**src/rtl/ncl4_sync_tx.sv**
```systemverilog
// rtl/ncl4_sync_tx.sv - clocked producer of four-rail NCL DATA/NULL wavefronts
// Input FIFO feeds a DATA/NULL/IDLE handshake paced by a synchronized ZCOMP.
module ncl4_sync_tx #(
    parameter int DEPTH       = 4,
    parameter int SYNC_STAGES = 2,
    parameter int CNT_W       = 16
) (
    input  logic             clk,
    input  logic             init,
    input  logic [1:0]       in_data,
    input  logic             in_valid,
    output logic             in_ready,
    output logic [3:0]       Z,
    input  logic             ZCOMP,
    output logic             busy,
    output logic [CNT_W-1:0] sent_count
);

    localparam int PW = $clog2(DEPTH);
    localparam logic [PW:0] DEPTH_C = (PW+1)'(DEPTH);

    typedef enum logic [1:0] {
        S_IDLE,
        S_DATA,
        S_NULL
    } state_t;

    state_t                 state_q, state_d;
    logic [3:0]             z_q, z_d;
    logic [SYNC_STAGES-1:0] sync_q, sync_d;
    logic [PW-1:0]          wr_ptr_q, wr_ptr_d;
    logic [PW-1:0]          rd_ptr_q, rd_ptr_d;
    logic [PW:0]            cnt_q, cnt_d;
    logic [CNT_W-1:0]       sent_q, sent_d;
    logic                   rdy_q;
    logic [1:0]             mem_q [DEPTH];

    logic zcomp_s;
    logic full;
    logic empty;
    logic push;
    logic pop;

    assign zcomp_s    = sync_q[SYNC_STAGES-1];
    assign full       = (cnt_q == DEPTH_C);
    assign empty      = (cnt_q == '0);
    // rdy_q keeps in_ready low until the first edge after init is released
    assign in_ready   = rdy_q && !full;
    assign push       = in_valid && in_ready;
    assign busy       = !empty || (state_q != S_IDLE);
    assign Z          = z_q;
    assign sent_count = sent_q;

    always_comb begin
        sync_d   = {sync_q[SYNC_STAGES-2:0], ZCOMP};
        state_d  = state_q;
        z_d      = z_q;
        sent_d   = sent_q;
        pop      = 1'b0;
        case (state_q)
            S_IDLE: begin
                if (!empty && !zcomp_s) begin
                    state_d = S_DATA;
                    z_d     = 4'b0001 << mem_q[rd_ptr_q];
                end
            end
            S_DATA: begin
                // head stays queued until the receiver acknowledges it
                if (zcomp_s) begin
                    pop     = 1'b1;
                    sent_d  = sent_q + CNT_W'(1);
                    z_d     = 4'b0000;
                    state_d = S_NULL;
                end
            end
            S_NULL: begin
                if (!zcomp_s) begin
                    state_d = S_IDLE;
                end
            end
            default: begin
                state_d = S_IDLE;
                z_d     = 4'b0000;
            end
        endcase

        wr_ptr_d = push ? wr_ptr_q + PW'(1) : wr_ptr_q;
        rd_ptr_d = pop  ? rd_ptr_q + PW'(1) : rd_ptr_q;
        cnt_d    = cnt_q;
        if (push && !pop) begin
            cnt_d = cnt_q + (PW+1)'(1);
        end else if (pop && !push) begin
            cnt_d = cnt_q - (PW+1)'(1);
        end
    end

    always_ff @(posedge clk or posedge init) begin
        if (init) begin
            state_q  <= S_IDLE;
            z_q      <= 4'b0000;
            sync_q   <= '0;
            wr_ptr_q <= '0;
            rd_ptr_q <= '0;
            cnt_q    <= '0;
            sent_q   <= '0;
            rdy_q    <= 1'b0;
        end else begin
            state_q  <= state_d;
            z_q      <= z_d;
            sync_q   <= sync_d;
            wr_ptr_q <= wr_ptr_d;
            rd_ptr_q <= rd_ptr_d;
            cnt_q    <= cnt_d;
            sent_q   <= sent_d;
            rdy_q    <= 1'b1;
        end
    end

    always_ff @(posedge clk) begin
        if (push) begin
            mem_q[wr_ptr_q] <= in_data;
        end
    end

endmodule

```
**config.mk**
```make
export PLATFORM = sky130hd
export DESIGN_NAME = ncl4_sync_tx
export DESIGN_NICKNAME = d
export VERILOG_FILES = /design/src/rtl/ncl4_sync_tx.sv
export SDC_FILE = /design/constraint.sdc
export NUM_CORES = 1
export LEC_CHECK = 0
export CAP_MARGIN = 20
export CORE_MARGIN = 2
export CORE_UTILIZATION = 45
export DETAILED_ROUTE_END_ITERATION = 10
export PLACE_DENSITY = 0.71
export SETUP_SLACK_MARGIN = 0.05
export SLEW_MARGIN = 5
export SYNTH_ARGS = -nofsm -noshare
export SYNTH_HDL_FRONTEND = slang
export SYNTH_SLANG_ARGS = --single-unit
export TNS_END_PERCENT = 50
```
**constraint.sdc**
```tcl
create_clock -name clk -period 2.43 [get_ports clk]
set_input_delay 0.486 -clock clk [delete_from_list [all_inputs] [get_ports clk]]
set_output_delay 0.486 -clock clk [all_outputs]
set_load 0.01 [all_outputs]
```
Yosys cells after proc, flatten, opt, wreduce, memory -nomap -nowiden
Memories as Yosys holds them, arrays and structs flattened. Cells that the tools add are included. W data, S select, Z words.

$add $sub $neg: 5. Reductions and logical operators: 18. Divide/modulo/power cells: 0. Equal/unequal tests: 6. Shifts and indexed selects: 1. Bitwise gates (word level): 1. Magnitude comparators: 0. Multipliers: 0. Multiplexer cells: 13.

Operators with widths (count): $add A16 B1 Y16 const B (1); $pmux W4 S3 (1); $mux W4 (2); $mux W2 (3); $mux W3 (2); $ne A2 B2 Y1 const B (3); $pmux W2 S3 (1); $reduce_and A3 Y1 (2); $logic_and A1 B1 Y1 (5); $logic_not A1 Y1 (5); $add A2 B1 Y2 const B (2); $mux W1 (4); $reduce_bool A2 Y1 (2); $shl A1 B2 Y4 const A (1); $add A3 B1 Y3 const B (1); $eq A3 B3 Y1 const B (1); $logic_not A3 Y1 (1); $sub A3 B1 Y3 const B (1); $eq A2 B1 Y1 const B (1); $eq A2 B2 Y1 const B (1); $logic_not A2 Y1 (1); $reduce_and A2 Y1 (1); $logic_or A1 B1 Y1 (1); $not A1 Y1 (1).

Bits in registers: 32. Bits of input ports: 6. Latch bits: 0. Memory bits (read-only): 0. Word-level logic and storage cells: 53. Memories: 1. Memory bits (writable): 8.

Memories: mem_q (depth 4, width 2, rd ports 1, clocked after memory_dff 0, wr ports 1, line 36) `logic [1:0] mem_q [DEPTH];`.

Logic depth before layout (Yosys ltp)
Gate-level depths: netlist of the first run.

Depth in word-level cells: 8. Mapped depth: 9. Depth with buffers taken out: 9.

Worst setup path after synthesis of the first run
No wires, ideal clock.

Kind: register to register. Start point: reg cnt_q[0]. End point: reg cnt_q[2]. Buffers on the path: 0. Setup time: 0.079 ns. Required time: 2.351 ns. Slack: 0.362 ns. Data arrival time: 1.988 ns. Stages on the path, launching flop included: 10. Cells stage by stage: dfrtp_1 > nor2_1 > a21boi_2 > and2_0 > ha_1 > inv_1 > fa_1 > xor2_1 > nor2_1 > xor2_1.

Word-level cells in the longest chain between the ends: 7. Elaborated cells on any way between the ends: 12. Classes of those cells: 2 x add/sub; 1 x eq/ne; 2 x mux; 7 x reduce/logical.

Ends and longest elaborated chain: from (decl) (line 33) `logic [PW:0] cnt_q, cnt_d;`; from (signal assigned) (line 113) `cnt_q <= cnt_d;`; $eq A3 B3 Y1 * (line 45) `assign full = (cnt_q == DEPTH_C);`; $logic_not A1 Y1 * (line 48) `assign in_ready = rdy_q && !full;`; $logic_and A1 B1 Y1 * (line 48); via in_ready (line 12) `output logic in_ready,`; $logic_and A1 B1 Y1 * (line 49) `assign push = in_valid && in_ready;`; via push (line 41) `logic push;`; $logic_not A1 Y1 (line 92) `end else if (pop && !push) begin`; $logic_and A1 B1 Y1 (line 92); $reduce_bool A2 Y1 (no line).

Mark *: on every way through the listed nets, which the timed path passes. The rest lies on a longest branch. The select of a mux whose other input is x is not followed. A chain may end at the register's enable or synchronous reset.

Worst setup path in the final report of the first run
Start point: reg cnt_q[2]. End point: out busy.

Word-level cells in the longest chain between the ends: 3.

Ends and longest elaborated chain: $logic_not A3 Y1 (line 46) `assign empty = (cnt_q == '0);`; $logic_not A1 Y1 (line 50) `assign busy = !empty || (state_q != S_IDLE);`; $logic_or A1 B1 Y1 (line 50); to (decl) (line 15) `output logic busy,`.

Every way passes these cells.

==> metrics.txt, run 1 <==
run status=finished clean; core area=3716 µm²; Overall Power=2.061 mW; Ports=28; first-pass GRT wire length=5071 µm; Power Density=941.4 nW/µm²; minimum clock period=2.234 ns; worst min-delay path class=flip-flop to flip-flop; die area=4455 µm²; area grow syn2layout=23.59%; GRT Total Usage=0.1575; Post-CTS Setup Bufs=0; Placer Congestion=0.7768; Antenna Cells=0; Iter 0 DRT Violations=64; ANT nets after route=0; Via Count=1,096; Pleak=0.9487 nW; Critical Path End Type=primary output; CTS clk-pin slew, worst paths=0.08 ns; Fmax=447.6 MHz; # hold bufs at CTS=0; r2r startpoint=cnt_q[0]; number of max-cap violations=0; total placed instance area=2106 µm²; flops & latches, synth=40; hold path endpoint=sync_q[1]; Yosys top cell area share=0.4520; most common cell in the netlist=dfrtp_1; kind of critical path=flip-flop to primary output; top_reg_cell synth=dfrtp_1; Hold Crit Start=sync_q[0]; number of library cell types mapped by synthesis=36; Root Driver=clkbuf_8; row count=22; WP data required=1.94 ns; largest cells by area after synthesis=dfrtp_1, edfxtp_1, xnor2_1, ha_1, mux4_1; EDFF count, synth=8; synthesis warning total=0; Die H=66.75 µm; worst skew pair latency=0.29 ns; RSZ-0062 raised after global routing=false; vias in the first global route=1,086; post-CTS resize count=0; hold path depth=0; synth cell count leaders=dfrtp_1, xnor2_1, nand2_1, edfxtp_1; final worst slack=0.1957 ns; Critical Path Start Type=flip-flop; # setup viols final=0; Design Area, Final=2190 µm²; layout cells sized above 1=0.1078; H-tree levels=2; WL final=2929 µm; maximum VDD drop=0.6055 mV; Max Root-Sink Buffers=2; Seq/Total Area, Yosys=0.5876; chip width=66.75 µm; final period utilization=0.9195; Worst EP arrival=1.75 ns; Place WS=0.09214 ns; Syn Area/Cell=13.52 µm²; TritonCTS clock tree=done; PortBufs=27; mapped cell area=1772 µm²; asr flop ratio synth=0.8000; initial antenna violation count=0; Overflow after GRT=0; number of buffers inserted during clock tree synthesis=5; worst-case reg-to-reg path depth=9; Crit Reg-Reg Endpoint=cnt_q[2]; syn nets=144; wire per inst=13.62 µm; TNS Setup=0 ns; Clock Sinks=40; DR vias/cell=5.098; Syn Inst Count=131; DP Wirelength=2183 µm; final hold viol count=0; DRC viols=0; reg2reg setup slack=0.30 ns; Clock Skews=0.008951 ns; Pins Over Slew Limit=0; Starting Density=0.4768; Final nets=179; router iterations before antenna repair=4; largest net degree at the start of global routing=33; cell accounting for the most synthesized area=dfrtp_1; worst-path fanout max=4
-- power by group --
| group | internal, mW | switching (mW) | leakage, nW |
|---|---|---|---|
| clock network | 0.199 | 0.222 | 0.0388 |
| registers | 0.843 | 0.171 | 0.485 |
| logic | 0.353 | 0.274 | 0.425 |
-- how the worst max path moves through the flow --
stage                     to  slack (ns)  cells past startpoint      from
detailed placement  cnt_q[2]        0.09                      8  in_valid
floorplan           cnt_q[2]        0.36                      9  cnt_q[0]
global placement    cnt_q[2]        0.18                      8  in_valid
global route        cnt_q[2]        0.07                      9  cnt_q[0]
CTS                     busy        0.18                      3  cnt_q[2]
finish                  busy        0.20                      3  cnt_q[2]
-- stage by stage --
step / util / hold WS [ns] / cells
after floorplan: - / 0.3312 / 131
after global placement: 0.5667 / 0.3346 / 207
after detailed placement: 0.5667 / 0.3347 / 207
after CTS: 0.5892 / 0.3520 / 215
after global routing: 0.5892 / 0.3658 / 215
final: 0.5892 / 0.3510 / 215
-- placed cells by master, fill, tap and decap left out, drive strengths merged, types with 2 or more instances in the layout --
cell,instances
and2,3
nand4,6
nand3,5
nor3,2
nor2,6
xor2,5
ha,6
nand2,9
clkdlybuf4s50,27
mux2,2
xnor2,17
edfxtp,8
a32o,2
dfrtp,32
buf,2
inv,6
clkbuf,6
and3,5
mux4,2
and4,3
-- area by class of cell --
type	instances	area (µm²)
fillers	309	1526
flip-flops and latches	40	1041
multi-input cells	84	691.9
repair buffers	29	285.3
clock buffers	6	72.57
well taps	48	60.06
inverters	6	27.53
clock inverters	2	11.26
-- cell families after synthesis --
group,share of synthesized area
AO/OA/AOI/OAI,0.02966
XOR/XNOR,0.1130
adder cells (fa/ha/maj),0.05367
buffers and inverters,0.02189
flip-flops,0.5876
multiplexers,0.04237
other,0.002117
AND/OR/NAND/NOR,0.1497
-- metal layers --
layer	share of wire	global-route usage
met2	0.48	0.2325
met3	0.035	0.04730
met5	0	0
met4	0.023	0.08929
met1	0.46	0.2058
-- worst max-delay path, stage by stage, from the launching register on --
cell             delay [ns]
dfrtp_1                0.43
nor4_1                 0.40
nand2b_1               0.13
clkdlybuf4s50_1        0.49
-- state kept, by name, indices dropped and copies added (netlist names) --
signal / flops
sent_count: 16
mem_q: 8
Z: 4
cnt_q: 3
rd_ptr_q: 2
state_q: 2
sync_q: 2
wr_ptr_q: 2
rdy_q: 1
(Power assumes the default switching activity.)
==> run 2, diff against run 1 <==
--- a/config.mk
+++ b/config.mk
@@ -8,6 +8,7 @@
 export CAP_MARGIN = 20
 export CORE_MARGIN = 2
 export CORE_UTILIZATION = 45
+export CTS_CLUSTER_SIZE = 16
 export DETAILED_ROUTE_END_ITERATION = 10
 export PLACE_DENSITY = 0.71
 export SETUP_SLACK_MARGIN = 0.05
==> results of run 2 <==
Final layout, timing and power as in run 1 (identical DEF).
==> run 3, diff against run 2 <==
--- a/config.mk
+++ b/config.mk
@@ -6,6 +6,7 @@
 export NUM_CORES = 1
 export LEC_CHECK = 0
 export CAP_MARGIN = 20
+export CORE_ASPECT_RATIO = 1.75
 export CORE_MARGIN = 2
 export CORE_UTILIZATION = 45
 export CTS_CLUSTER_SIZE = 16
==> run 3 against run 2 <==
Effect of this change:
- flip-flop and latch count did not move
- utilization fell by 0.72 points
- critical path depth did not move
- first-iteration DRC count fell by 78%
- critical path type unchanged
- critical endpoint unchanged
- largest cell class unchanged
- largest power group unchanged
- highest routed layer unchanged
==> metrics.txt, run 3 (same netlist as run 1, synthesis figures left out) <==
layout cells sized above 1=0.1250 (was 0.1078); Root Driver=clkbuf_8 (unchanged); metal3 WL=89 µm (was 103 µm); most common cell after layout, fill and taps aside=dfrtp_1 (unchanged); hold path depth=0 (unchanged); final worst slack=0.2020 ns (was 0.1957 ns); Critical Path End Type=primary output (unchanged); vias in the first global route=1,111 (was 1,086); WP data required=1.94 ns (about the same); commonest cells after routing, fill and taps aside=dfrtp_1, clkdlybuf4s50_1, xnor2_1 (unchanged); initial antenna violation count=0 (unchanged); Final nets=180 (was 179); chip width=51.43 µm (was 66.75 µm); run status=finished clean (unchanged); DR top layer=met4 (unchanged); WL final=2949 µm (was 2929 µm); maximum VDD drop=0.8167 mV (was 0.6055 mV); Hold Crit Start=sync_q[0] (unchanged); final hold viol count=0 (unchanged); die area=4475 µm² (was 4455 µm²); Clock Sinks=40 (unchanged); Iter 0 DRT Violations=14 (was 64); Clock Skews=0.003251 ns (was 0.008951 ns); Fill cells=339 (was 309); fin util=0.5820 (was 0.5892); # setup viols final=0 (unchanged); post-CTS resize count=0 (unchanged); Pins Over Slew Limit=0 (unchanged); # hold bufs at CTS=0 (unchanged); TNS Setup=0 ns (unchanged); Pleak=0.9699 nW (was 0.9487 nW); worst min-delay path class=flip-flop to flip-flop (unchanged); GRT Total Usage=0.1549 (was 0.1575); WL met1=1108 µm (was 1340 µm); Starting Density=0.4627 (was 0.4768); r2r startpoint=cnt_q[0] (unchanged); DRC viols=0 (unchanged); Max Root-Sink Buffers=2 (unchanged); PortBufs=27 (unchanged); TritonCTS clock tree=done (unchanged); Placer Congestion=0.7655 (was 0.7768); router iterations before antenna repair=3 (was 4); Place WS=0.07642 ns (was 0.09214 ns); ANT nets after route=0 (unchanged); Overflow after GRT=0 (unchanged); CTS clk-pin slew, worst paths=0.08 ns (about the same); worst-path fanout max=5 (was 4); max reg flops=16 (unchanged); reg2reg setup slack=0.29 ns (was 0.30 ns); Post-CTS Setup Bufs=0 (unchanged); final period utilization=0.9169 (was 0.9195); Ports=28 (unchanged); core area=3829 µm² (was 3716 µm²); H-tree levels=2 (unchanged); row count=30 (was 22); worst-case reg-to-reg path depth=9 (unchanged); number of max-cap violations=0 (unchanged); Worst EP arrival=1.74 ns (was 1.75 ns); hold path endpoint=sync_q[1] (unchanged); Antenna Cells=0 (unchanged); largest net degree at the start of global routing=33 (unchanged); Fmax=448.8 MHz (was 447.6 MHz); RSZ-0062 raised after global routing=false (unchanged); Die H=87.01 µm (was 66.75 µm); Via Count=1,091 (was 1,096); area grow syn2layout=25.78% (was 23.59%); Power Density=985.4 nW/µm² (was 941.4 nW/µm²); Crit Reg-Reg Endpoint=cnt_q[2] (unchanged); kind of critical path=flip-flop to primary output (unchanged); DR vias/cell=5.051 (was 5.098); worst skew pair latency=0.29 ns (about the same); WL met2=1713 µm (was 1418 µm); number of buffers inserted during clock tree synthesis=5 (unchanged); final hold slack=0.3581 ns (was 0.3510 ns); first-pass GRT wire length=5030 µm (was 5071 µm); DP Wirelength=2209 µm (was 2183 µm); minimum clock period=2.228 ns (was 2.234 ns); wire per inst=13.65 µm (was 13.62 µm); Critical Path Start Type=flip-flop (unchanged)
## run 3: layout make-up
cell class / count / area [µm²] / area share
Inverter: 6 / 27.53 / 0.01235
Timing Repair Buffer: 30 / 292.8 / 0.1314
Tap cell: 48 / 60.06 / 0.02695
Clock buffer: 5 / 68.82 / 0.03088
Clock inverter: 3 / 46.29 / 0.02077
Multi-Input combinational cell: 84 / 691.9 / 0.3105
Sequential cell: 40 / 1041 / 0.4672
## run 3: how the worst max path moves through the flow
stage	slack, ns	cells after the start	endpoint	from
2_1_floorplan	0.36	9	cnt_q[2]	cnt_q[0]
3_3_place_gp	0.16	8	cnt_q[2]	in_valid
3_5_place_dp	0.08	8	cnt_q[2]	in_valid
4_1_cts	0.17	3	busy	state_q[0]
5_1_grt	0.06	3	busy	state_q[0]
6_report	0.20	3	busy	state_q[0]
## run 3: critical path, stage by stage, from the launching register on
cell	delay (ns)
dfrtp_1	0.45
nor4_1	0.41
nand2b_1	0.10
clkdlybuf4s50_1	0.49
## run 3: metrics by stage
step                cells  power [mW]  instance area [µm²]
floorplan             131       1.397                 1772
CTS                   216       2.234                 2228
finish                216       2.196                 2228
global route          216       2.349                 2228
detailed placement    208       1.676                 2113
global placement      208       1.628                 2113
## run 3: power by group
group	leakage (nW)	switching [mW]	internal [mW]
combinational	0.430	0.280	0.358
clock	0.0548	0.233	0.309
sequential	0.485	0.173	0.843
## run 3: layer usage
layer | vias up | GRT usage
met5 | - | 0
met4 | 0 | 0.05742
met3 | 4 | 0.04639
met2 | 21 | 0.2797
met1 | 538 | 0.1651
li1 | 528 | -
